`config.mk`:
```
export PLATFORM = sky130hd
export DESIGN_NAME = axi_lite_mem32_pattern_master_flat
export DESIGN_NICKNAME = d
export VERILOG_FILES = /design/src/rtl/axi_lite_mem32_pattern_master_if.sv /design/src/rtl/axi_lite_mem32_pattern_master.sv /design/src/flat_wrapper.sv
export SDC_FILE = /design/constraint.sdc
export NUM_CORES = 1
export LEC_CHECK = 0
export ABC_AREA = 1
export ABC_CLOCK_PERIOD_IN_PS = 10960
export CAP_MARGIN = 20
export CORE_MARGIN = 2
export CORE_UTILIZATION = 50
export CTS_CLUSTER_DIAMETER = 150
export DETAILED_ROUTE_END_ITERATION = 12
export PLACE_DENSITY = 0.78
export SYNTH_ARGS = -nofsm -noshare
export SYNTH_HDL_FRONTEND = slang
export SYNTH_SLANG_ARGS = --single-unit
export TNS_END_PERCENT = 1
```
`constraint.sdc`:
```
create_clock -name clock -period 10.96 [get_ports clock]
set_input_delay 1.096 -clock clock [delete_from_list [all_inputs] [get_ports clock]]
set_output_delay 1.096 -clock clock [all_outputs]
set_load 0.005 [all_outputs]
```
`src/rtl/axi_lite_mem32_pattern_master_if.sv`:
```
// AXI4-Lite bus bundle between the pattern master and the test memory slave port.
interface axi_lite_mem32_pattern_master_if #(
  parameter int unsigned ADDR_W = 24
);
  logic [ADDR_W-1:0] awaddr;
  logic              awvalid;
  logic              awready;
  logic [31:0]       wdata;
  logic [3:0]        wstrb;
  logic              wvalid;
  logic              wready;
  logic [1:0]        bresp;
  logic              bvalid;
  logic              bready;
  logic [ADDR_W-1:0] araddr;
  logic              arvalid;
  logic              arready;
  logic [31:0]       rdata;
  logic [1:0]        rresp;
  logic              rvalid;
  logic              rready;

  modport master (
    output awaddr, awvalid, wdata, wstrb, wvalid, bready, araddr, arvalid, rready,
    input  awready, wready, bresp, bvalid, arready, rdata, rresp, rvalid
  );

  modport slave (
    input  awaddr, awvalid, wdata, wstrb, wvalid, bready, araddr, arvalid, rready,
    output awready, wready, bresp, bvalid, arready, rdata, rresp, rvalid
  );
endinterface

```
`src/rtl/axi_lite_mem32_pattern_master.sv`:
```
// Write/read-back pattern tester for a 32-bit AXI4-Lite memory, one transaction in flight.
module axi_lite_mem32_pattern_master #(
  parameter int unsigned ADDR_W    = 24,
  parameter int unsigned BASE      = 0,
  parameter int unsigned NUM_WORDS = 1024
) (
  input  logic              clock,
  input  logic              reset,
  input  logic              io_start,
  input  logic [31:0]       io_seed,
  output logic              io_busy,
  output logic              io_done,
  output logic              io_pass,
  output logic [15:0]       io_errCount,
  output logic [ADDR_W-1:0] io_firstErrAddr,
  axi_lite_mem32_pattern_master_if.master io_axi
);

  localparam int unsigned   IDX_W    = 16;
  localparam int unsigned   CNT_W    = 16;
  localparam logic [IDX_W-1:0] LAST_IDX = IDX_W'(NUM_WORDS - 1);
  localparam logic [31:0]   GOLDEN   = 32'h9E3779B9;

  typedef enum logic [2:0] {
    IDLE  = 3'd0,
    WADDR = 3'd1,
    WRESP = 3'd2,
    RADDR = 3'd3,
    RDATA = 3'd4,
    DONE  = 3'd5
  } state_t;

  // Byte address of word idx; wraps at ADDR_W bits.
  function automatic logic [ADDR_W-1:0] addr_of(input logic [IDX_W-1:0] idx);
    return ADDR_W'(BASE) + ADDR_W'({idx, 2'b00});
  endfunction

  // Pattern word for index idx under the given seed.
  function automatic logic [31:0] data_of(input logic [IDX_W-1:0] idx, input logic [31:0] seed);
    return seed ^ (32'(idx) * GOLDEN);
  endfunction

  state_t            r_state,    w_state;
  logic [IDX_W-1:0]  r_idx,      w_idx;
  logic [31:0]       r_seed,     w_seed;
  logic [CNT_W-1:0]  r_err_cnt,  w_err_cnt;
  logic [ADDR_W-1:0] r_first_err, w_first_err;
  logic [ADDR_W-1:0] r_awaddr,   w_awaddr;
  logic              r_awvalid,  w_awvalid;
  logic [31:0]       r_wdata,    w_wdata;
  logic              r_wvalid,   w_wvalid;
  logic              r_bready,   w_bready;
  logic [ADDR_W-1:0] r_araddr,   w_araddr;
  logic              r_arvalid,  w_arvalid;
  logic              r_rready,   w_rready;
  logic              r_busy,     w_busy;
  logic              r_done,     w_done;
  logic              r_pass,     w_pass;
  logic              w_err;
  logic              w_aw_hs;
  logic              w_w_hs;
  logic              w_last;
  logic [IDX_W-1:0]  w_idx_inc;

  assign w_aw_hs   = r_awvalid & io_axi.awready;
  assign w_w_hs    = r_wvalid & io_axi.wready;
  assign w_last    = (r_idx == LAST_IDX);
  assign w_idx_inc = r_idx + IDX_W'(1);

  // Next-state, next-output and error bookkeeping.
  always_comb begin
    w_state     = r_state;
    w_idx       = r_idx;
    w_seed      = r_seed;
    w_err_cnt   = r_err_cnt;
    w_first_err = r_first_err;
    w_awaddr    = r_awaddr;
    w_awvalid   = r_awvalid;
    w_wdata     = r_wdata;
    w_wvalid    = r_wvalid;
    w_bready    = r_bready;
    w_araddr    = r_araddr;
    w_arvalid   = r_arvalid;
    w_rready    = r_rready;
    w_err       = 1'b0;

    case (r_state)
      IDLE, DONE: begin
        if (io_start) begin
          w_seed      = io_seed;
          w_idx       = '0;
          w_err_cnt   = '0;
          w_first_err = '0;
          w_awaddr    = addr_of('0);
          w_wdata     = data_of('0, io_seed);
          w_awvalid   = 1'b1;
          w_wvalid    = 1'b1;
          w_state     = WADDR;
        end
      end
      WADDR: begin
        if (w_aw_hs) w_awvalid = 1'b0;
        if (w_w_hs)  w_wvalid  = 1'b0;
        if (!w_awvalid && !w_wvalid) begin
          w_bready = 1'b1;
          w_state  = WRESP;
        end
      end
      WRESP: begin
        if (io_axi.bvalid) begin
          w_bready = 1'b0;
          w_err    = (io_axi.bresp != 2'b00);
          if (w_last) begin
            w_idx     = '0;
            w_araddr  = addr_of('0);
            w_arvalid = 1'b1;
            w_state   = RADDR;
          end else begin
            w_idx     = w_idx_inc;
            w_awaddr  = addr_of(w_idx_inc);
            w_wdata   = data_of(w_idx_inc, r_seed);
            w_awvalid = 1'b1;
            w_wvalid  = 1'b1;
            w_state   = WADDR;
          end
        end
      end
      RADDR: begin
        if (io_axi.arready) begin
          w_arvalid = 1'b0;
          w_rready  = 1'b1;
          w_state   = RDATA;
        end
      end
      RDATA: begin
        if (io_axi.rvalid) begin
          w_rready = 1'b0;
          w_err    = (io_axi.rresp != 2'b00) || (io_axi.rdata != data_of(r_idx, r_seed));
          if (w_last) begin
            w_state = DONE;
          end else begin
            w_idx     = w_idx_inc;
            w_araddr  = addr_of(w_idx_inc);
            w_arvalid = 1'b1;
            w_state   = RADDR;
          end
        end
      end
      default: w_state = IDLE;
    endcase

    // At most one error per cycle; count saturates, first address is sticky.
    if (w_err) begin
      if (r_err_cnt != {CNT_W{1'b1}}) w_err_cnt = r_err_cnt + CNT_W'(1);
      if (r_err_cnt == '0)            w_first_err = addr_of(r_idx);
    end

    w_busy = (w_state == WADDR) || (w_state == WRESP) || (w_state == RADDR) || (w_state == RDATA);
    w_done = (w_state == DONE);
    w_pass = (w_state == DONE) && (w_err_cnt == '0);
  end

  // State and registered outputs; reset abandons any pending transaction.
  always_ff @(posedge clock) begin
    if (reset) begin
      r_state     <= IDLE;
      r_idx       <= '0;
      r_seed      <= '0;
      r_err_cnt   <= '0;
      r_first_err <= '0;
      r_awaddr    <= '0;
      r_awvalid   <= 1'b0;
      r_wdata     <= '0;
      r_wvalid    <= 1'b0;
      r_bready    <= 1'b0;
      r_araddr    <= '0;
      r_arvalid   <= 1'b0;
      r_rready    <= 1'b0;
      r_busy      <= 1'b0;
      r_done      <= 1'b0;
      r_pass      <= 1'b0;
    end else begin
      r_state     <= w_state;
      r_idx       <= w_idx;
      r_seed      <= w_seed;
      r_err_cnt   <= w_err_cnt;
      r_first_err <= w_first_err;
      r_awaddr    <= w_awaddr;
      r_awvalid   <= w_awvalid;
      r_wdata     <= w_wdata;
      r_wvalid    <= w_wvalid;
      r_bready    <= w_bready;
      r_araddr    <= w_araddr;
      r_arvalid   <= w_arvalid;
      r_rready    <= w_rready;
      r_busy      <= w_busy;
      r_done      <= w_done;
      r_pass      <= w_pass;
    end
  end

  assign io_axi.awaddr  = r_awaddr;
  assign io_axi.awvalid = r_awvalid;
  assign io_axi.wdata   = r_wdata;
  assign io_axi.wstrb   = 4'hF;
  assign io_axi.wvalid  = r_wvalid;
  assign io_axi.bready  = r_bready;
  assign io_axi.araddr  = r_araddr;
  assign io_axi.arvalid = r_arvalid;
  assign io_axi.rready  = r_rready;

  assign io_busy         = r_busy;
  assign io_done         = r_done;
  assign io_pass         = r_pass;
  assign io_errCount     = r_err_cnt;
  assign io_firstErrAddr = r_first_err;

endmodule

```
`src/flat_wrapper.sv`:
```
// flat-port wrapper written by rule: the top's interface ports become plain ports
module axi_lite_mem32_pattern_master_flat 
#(
  parameter int unsigned ADDR_W    = 24,
  parameter int unsigned BASE      = 0,
  parameter int unsigned NUM_WORDS = 1024
)
  (clock, reset, io_start, io_seed, io_busy, io_done, io_pass, io_errCount, io_firstErrAddr, io_axi_awaddr, io_axi_awvalid, io_axi_wdata, io_axi_wstrb, io_axi_wvalid, io_axi_bready, io_axi_araddr, io_axi_arvalid, io_axi_rready, io_axi_awready, io_axi_wready, io_axi_bresp, io_axi_bvalid, io_axi_arready, io_axi_rdata, io_axi_rresp, io_axi_rvalid);
  axi_lite_mem32_pattern_master_if #(.ADDR_W(ADDR_W)) io_axi_i ();
  input  logic clock;
  input  logic reset;
  input  logic io_start;
  input  logic [31:0] io_seed;
  output logic io_busy;
  output logic io_done;
  output logic io_pass;
  output logic [15:0] io_errCount;
  output logic [ADDR_W-1:0] io_firstErrAddr;
  output wire logic [$bits(io_axi_i.awaddr)-1:0] io_axi_awaddr;
  output wire logic [$bits(io_axi_i.awvalid)-1:0] io_axi_awvalid;
  output wire logic [$bits(io_axi_i.wdata)-1:0] io_axi_wdata;
  output wire logic [$bits(io_axi_i.wstrb)-1:0] io_axi_wstrb;
  output wire logic [$bits(io_axi_i.wvalid)-1:0] io_axi_wvalid;
  output wire logic [$bits(io_axi_i.bready)-1:0] io_axi_bready;
  output wire logic [$bits(io_axi_i.araddr)-1:0] io_axi_araddr;
  output wire logic [$bits(io_axi_i.arvalid)-1:0] io_axi_arvalid;
  output wire logic [$bits(io_axi_i.rready)-1:0] io_axi_rready;
  input wire logic [$bits(io_axi_i.awready)-1:0] io_axi_awready;
  input wire logic [$bits(io_axi_i.wready)-1:0] io_axi_wready;
  input wire logic [$bits(io_axi_i.bresp)-1:0] io_axi_bresp;
  input wire logic [$bits(io_axi_i.bvalid)-1:0] io_axi_bvalid;
  input wire logic [$bits(io_axi_i.arready)-1:0] io_axi_arready;
  input wire logic [$bits(io_axi_i.rdata)-1:0] io_axi_rdata;
  input wire logic [$bits(io_axi_i.rresp)-1:0] io_axi_rresp;
  input wire logic [$bits(io_axi_i.rvalid)-1:0] io_axi_rvalid;
  assign io_axi_awaddr = io_axi_i.awaddr;
  assign io_axi_awvalid = io_axi_i.awvalid;
  assign io_axi_wdata = io_axi_i.wdata;
  assign io_axi_wstrb = io_axi_i.wstrb;
  assign io_axi_wvalid = io_axi_i.wvalid;
  assign io_axi_bready = io_axi_i.bready;
  assign io_axi_araddr = io_axi_i.araddr;
  assign io_axi_arvalid = io_axi_i.arvalid;
  assign io_axi_rready = io_axi_i.rready;
  assign io_axi_i.awready = io_axi_awready;
  assign io_axi_i.wready = io_axi_wready;
  assign io_axi_i.bresp = io_axi_bresp;
  assign io_axi_i.bvalid = io_axi_bvalid;
  assign io_axi_i.arready = io_axi_arready;
  assign io_axi_i.rdata = io_axi_rdata;
  assign io_axi_i.rresp = io_axi_rresp;
  assign io_axi_i.rvalid = io_axi_rvalid;
  axi_lite_mem32_pattern_master #(.ADDR_W(ADDR_W), .BASE(BASE), .NUM_WORDS(NUM_WORDS)) u_core (.clock(clock), .reset(reset), .io_start(io_start), .io_seed(io_seed), .io_busy(io_busy), .io_done(io_done), .io_pass(io_pass), .io_errCount(io_errCount), .io_firstErrAddr(io_firstErrAddr), .io_axi(io_axi_i));
endmodule
```
Word-level counts from Yosys, hierarchy flattened
Cells that the tools add are included.
{"block": "word_totals", "register_bits": 179, "wordCells": 131}
{"block": "classes", "addsub": 2, "mul": 2, "n_eq_ne": 21, "n_mux": 57, "bitwise_logic": 4, "n_reduce_logical": 29}
{"op": "24-bit 2-to-1 mux", "n": 10}
{"op": "16-bit 2-to-1 mux", "n": 9}
{"op": "32-bit 2-to-1 mux", "n": 3}
{"op": "24-bit one-hot mux with 2 select lines", "n": 2}
{"op": "16-bit by 32-bit multiplier with 32-bit output, second input constant", "n": 2}
{"op": "32-bit one-hot mux with 2 select lines", "n": 1}
{"op": "32-bit bitwise XOR", "n": 2}
{"op": "16-bit one-hot mux with 3 select lines", "n": 1}
{"op": "16-bit by 1-bit adder with 16-bit output, second input constant", "n": 2}
{"op": "16-bit logical NOT", "n": 2}
{"op": "32-bit inequality test", "n": 1}
{"op": "3-bit 2-to-1 mux", "n": 6}
{"op": "1-bit 2-to-1 mux", "n": 17}
{"op": "16-bit by 10-bit equality test with 1-bit output, second input constant", "n": 1}
{"op": "16-bit inequality test, second input constant", "n": 1}
{"op": "3-bit one-hot mux with 5 select lines", "n": 1}
{"op": "3-bit by 2-bit equality test with 1-bit output, second input constant", "n": 4}
{"op": "3-bit equality test, second input constant", "n": 4}
{"op": "2-bit inequality test, second input constant", "n": 6}
{"op": "2-bit nonzero test", "n": 6}
{"op": "5-bit AND reduction", "n": 2}
{"op": "1-bit one-hot mux with 3 select lines", "n": 3}
{"op": "3-bit nonzero test", "n": 3}
{"op": "4-bit AND reduction", "n": 2}
{"op": "other kinds (13)", "n": 24}

Logic depth before layout (Yosys ltp)
{"block": "logic_depth", "depth_word": 11, "ltp_mapped": 39}

Least setup slack after synthesis
Ideal clock, no wire load.
{"block": "synth_timing", "path_type": "register to register", "start": "reg u_core.r_idx[0]", "end": "reg u_core.r_wdata[24] (netlist: u_core.io_axi.wdata[24])", "setup_ns": 0.132, "t_arrival_ns": 6.790, "required_ns": 10.828, "path_slack_ns": 4.038, "path_stages_with_launch": 31, "path_buffers": 0, "cell_sequence": "dfxtp_1 ha_1 nand2_1 nor2_1 nand3_1 nor2_1 xor2_1 inv_1 fa_1 fa_1 inv_1 fa_1 inv_1 fa_1 fa_1 inv_1 fa_1 ha_1 nand2_1 inv_1 nand2_1 o211ai_1 a21oi_1 o21a_1 o21ai_0 nand3_1 nand2_1 xor2_1 nand2_1 o211ai_1 a21oi_1"}
{"block": "synth_via", "elab_chain_cells": 6, "word_cells_on_any_way": 9, "cone_classes": "1 x add/sub; 1 x mul; 2 x eq/ne; 3 x mux; 1 x bitwise; 1 x reduce/logical"}
{"item": "start, declared", "line_no": "axi_lite_mem32_pattern_master.sv:44", "text": "logic [IDX_W-1:0] r_idx, w_idx;"}
{"item": "start signal, assigned", "line_no": "axi_lite_mem32_pattern_master.sv:184", "text": "r_idx <= w_idx;"}
{"item": "16-bit by 1-bit adder with 16-bit output", "line_no": "axi_lite_mem32_pattern_master.sv:68", "text": "assign w_idx_inc = r_idx + IDX_W'(1);"}
{"item": "16-bit by 32-bit multiplier with 32-bit output", "line_no": "axi_lite_mem32_pattern_master.sv:40", "text": "return seed ^ (32'(idx) * GOLDEN);"}
{"item": "32-bit bitwise XOR", "line_no": "axi_lite_mem32_pattern_master.sv:40"}
{"item": "32-bit 2-to-1 mux", "line_no": "axi_lite_mem32_pattern_master.sv:113", "text": "if (w_last) begin"}
{"item": "32-bit 2-to-1 mux", "line_no": "axi_lite_mem32_pattern_master.sv:110", "text": "if (io_axi.bvalid) begin"}
{"item": "32-bit one-hot mux with 2 select lines", "line_no": "axi_lite_mem32_pattern_master.sv:87", "text": "case (r_state)"}
{"item": "end signal, assigned", "line_no": "axi_lite_mem32_pattern_master.sv:190", "text": "r_wdata <= w_wdata;"}
{"item": "end, declared", "line_no": "axi_lite_mem32_pattern_master.sv:50", "text": "logic [31:0] r_wdata, w_wdata;"}
Several ways; a longest one is shown, not always the timed one. The select of a mux whose other input is x is not followed.
A chain may end at the register's enable or synchronous reset.

Worst setup path in the final report
Same ends and word-level chain as after synthesis.

==> out/results.ini <==
[run_status]
status = finished clean

[place]
dp_hpwl_um = 58640
pre_cts_slack_ps = 2324
place.gp.congestion = 1.004
port_buffers = 187

[clocking]
clk_pin_slew_ps = 70
cts_buffers = 17
ctsHoldBuffers = 0
cts_sinks = 163
cts_resized = 0
htree_levels = 4
clk_latency_ps = 460
postCtsSetupRepairBufs = 0
cts_root_buf = clkbuf_16
cts_tree = yes
cts_buffer_depth = 2

[worst_setup_path]
crit_type = reg -> reg
r2r_slack_ps = 2250
reg2reg_from = u_core.r_idx[0]
end_kind = register
startpoint_type = register
worstPathArrival_ps = 9020
path_max_fanout = 14
max_stage_delay_ps = 860
crit_start = u_core.r_idx[0]
required_ps = 11260
cp_slowest_cell = xor2_1

[die]
core_sq_mm = 0.04167
die_height_um = 208.9
fp.dieW_um = 208.9
dieArea_sq_mm = 0.04362
pin_count = 208
initial_core_util = 0.5036
row_count = 75

[synthesis]
synth_seq_cells = 163
yosysTopAreaCell = fa_1
yosysWarningCount = 0
synth_fa_ha_area_frac = 0.4179
async_flop_share = 0
synthSimpleGateAreaFrac = 0.1541
synthXorXnorAreaFrac = 0.05719
synth_edf_count = 0
syn_avg_cell_area_sq_um = 8.054
synth_cell_type_count = 51
ys_top_cells_by_area = fa_1 28%, dfxtp_1 16%, ha_1 13%
synth_compound_area_frac = 0.09040
synth-main-ff-cell = dfxtp_1
muxShareOfSynthArea = 0
seq_area_frac_synth = 0.1555
syn-cell-area_sq_mm = 0.02098
synthCells = 2605
netlist.area_leader.share = 0.2843
synth_top_family_by_area = adder cells

[cells_and_area]
layout_common_cells = 578 x inv_1, 396 x nand2_1, 298 x fa_1, 224 x ha_1, 188 x a21oi_1
nets = 3371
drive_gt1_frac = 0.03447
final_common_cell = inv_1
nFillCells = 3830
area_delta_synth_final_pct = 14.41
diodes = 0

[sta]
min_period_ps = 8714
worst_slew_pin_slew_ps = 1094
skew_ps = 17.10
min_period_over_period = 0.7951
rsz0062_at_grt = false
final.setup.tns_ps = 0
max-slew-margin-rel = 0.2684
maxSlewViolCount = 0
final-hold-violation-count = 0
layout_setup_ws_ps = 2246
setup_violations = 0
fmax_mhz = 114.8

[global_route]
grt_first_pass_wirelength_um = 107300
grt_pass1_vias = 18547
antenna_found_initial = 0
gr-total-overflow = 0
grt_start_max_net_pins = 62
grt_use_total = 0.3268

[route]
avgRoutedWirePerCell_um = 21.17
wl_um = 70380
dr_total_vias = 17905
via_per_inst = 5.387
drcViolationCount = 0
drt_first_pass_iters = 7
ant_nets = 0
drtIter0Drc = 1350

[pwr]
p_per_area_mw_per_mm2 = 92.04
leakagePower_nw = 11.16
finalPower_mw = 2.209
peakVddDrop_v = 0.0001264

[job]
maxCapViolations = 0

[min_path]
hp-start = u_core.io_axi.araddr[4]
min_path_type = reg -> reg

[path summary, 6_finish.rpt]
kind / cells after the start / endpoint
hold / removal: 2 / u_core.io_axi.araddr[4]
setup reg to reg: 32 / u_core.io_axi.wdata[24]
hold reg to reg: 2 / u_core.io_axi.araddr[4]
setup / recovery: 32 / u_core.io_axi.wdata[24]
[registers in the layout (all words and copies together) (netlist names)]
register,cells
u_core.io_axi.araddr,16
u_core.io_axi.arvalid,1
u_core.io_axi.awaddr,16
u_core.io_axi.awvalid,1
u_core.io_axi.bready,1
u_core.io_axi.rready,1
u_core.io_axi.wdata,32
u_core.io_axi.wvalid,1
u_core.io_busy,1
u_core.io_done,1
u_core.io_errCount,16
u_core.io_firstErrAddr,24
u_core.io_pass,1
u_core.r_idx,16
u_core.r_seed,32
u_core.r_state,3
[where the power goes]
part	internal, mW	total, mW	switching (mW)
clock network	0.377	0.655	0.279
logic	0.349	0.866	0.517
registers	0.634	0.688	0.0540
[area by class of cell]
class / count / area, sq um / share of cell area
Clock buffer: 20 / 456.7 / 0.01903
Clock inverter: 11 / 165.2 / 0.006880
Inverter: 591 / 2218 / 0.09242
Multi-Input combinational cell: 1791 / 15190 / 0.6329
Sequential cell: 163 / 3263 / 0.1359
Tap cell: 539 / 674.4 / 0.02809
Timing Repair Buffer: 209 / 2034 / 0.08475
[per-stage QoR]
step | area [sq um] | hold WS (ps) | cells | util
global route | 24000 | 483.4 | 3324 | 0.5761
finish | 24000 | 463.7 | 3324 | 0.5761
CTS | 24000 | 464.9 | 3323 | 0.5759
floorplan | 21050 | 455.5 | 2623 | -
global placement | 23370 | 453.3 | 3292 | 0.5610
detailed placement | 23370 | 454.2 | 3292 | 0.5610
[critical path: cells and delay by family (launching register included)]
family | cells | cell delay, ps
AND/OR/NAND/NOR | 10 | 1300
flip-flops | 1 | 540
AO/OA/AOI/OAI | 6 | 1170
XOR/XNOR | 2 | 1010
buffers and inverters | 6 | 860
adder cells (fa/ha/maj) | 8 | 3670
[metal layers]
layer  GRT usage  vias up  share of wire
li1            -     8329              -
met1      0.4226     8784           0.42
met2      0.5591      671           0.48
met3     0.05050      121          0.065
met4      0.1128        0          0.034
met5           0        -              0
[synth_stat cells (5+ instances only)]
library cell  instances
buf_4                21
nand4_1              24
a31oi_1               7
xor2_1               70
a21oi_1             188
nand3_1              96
or2_2                11
nand3b_1              7
nor3_1               15
clkinv_1              8
o21bai_1              6
buf_2                 6
nor2_1              169
clkbuf_1             46
fa_1                298
dfxtp_1             163
a211oi_1             17
o211ai_1             10
inv_1               578
nor4_1               10
inv_2                 5
o21ai_1               5
xnor2_1              67
nand2_2              13
o21ai_0             100
nand2_1             397
ha_1                224
[logic make-up after synthesis]
group | after synthesis
AOI/OAI and AO/OA | 351
xor gates and xnor gates | 137
adders and majority gates | 522
buffers and inverters | 669
DFF | 163
other | 2
and+or+nand+nor | 761
No activity file was read; power rests on OpenSTA's default activity.
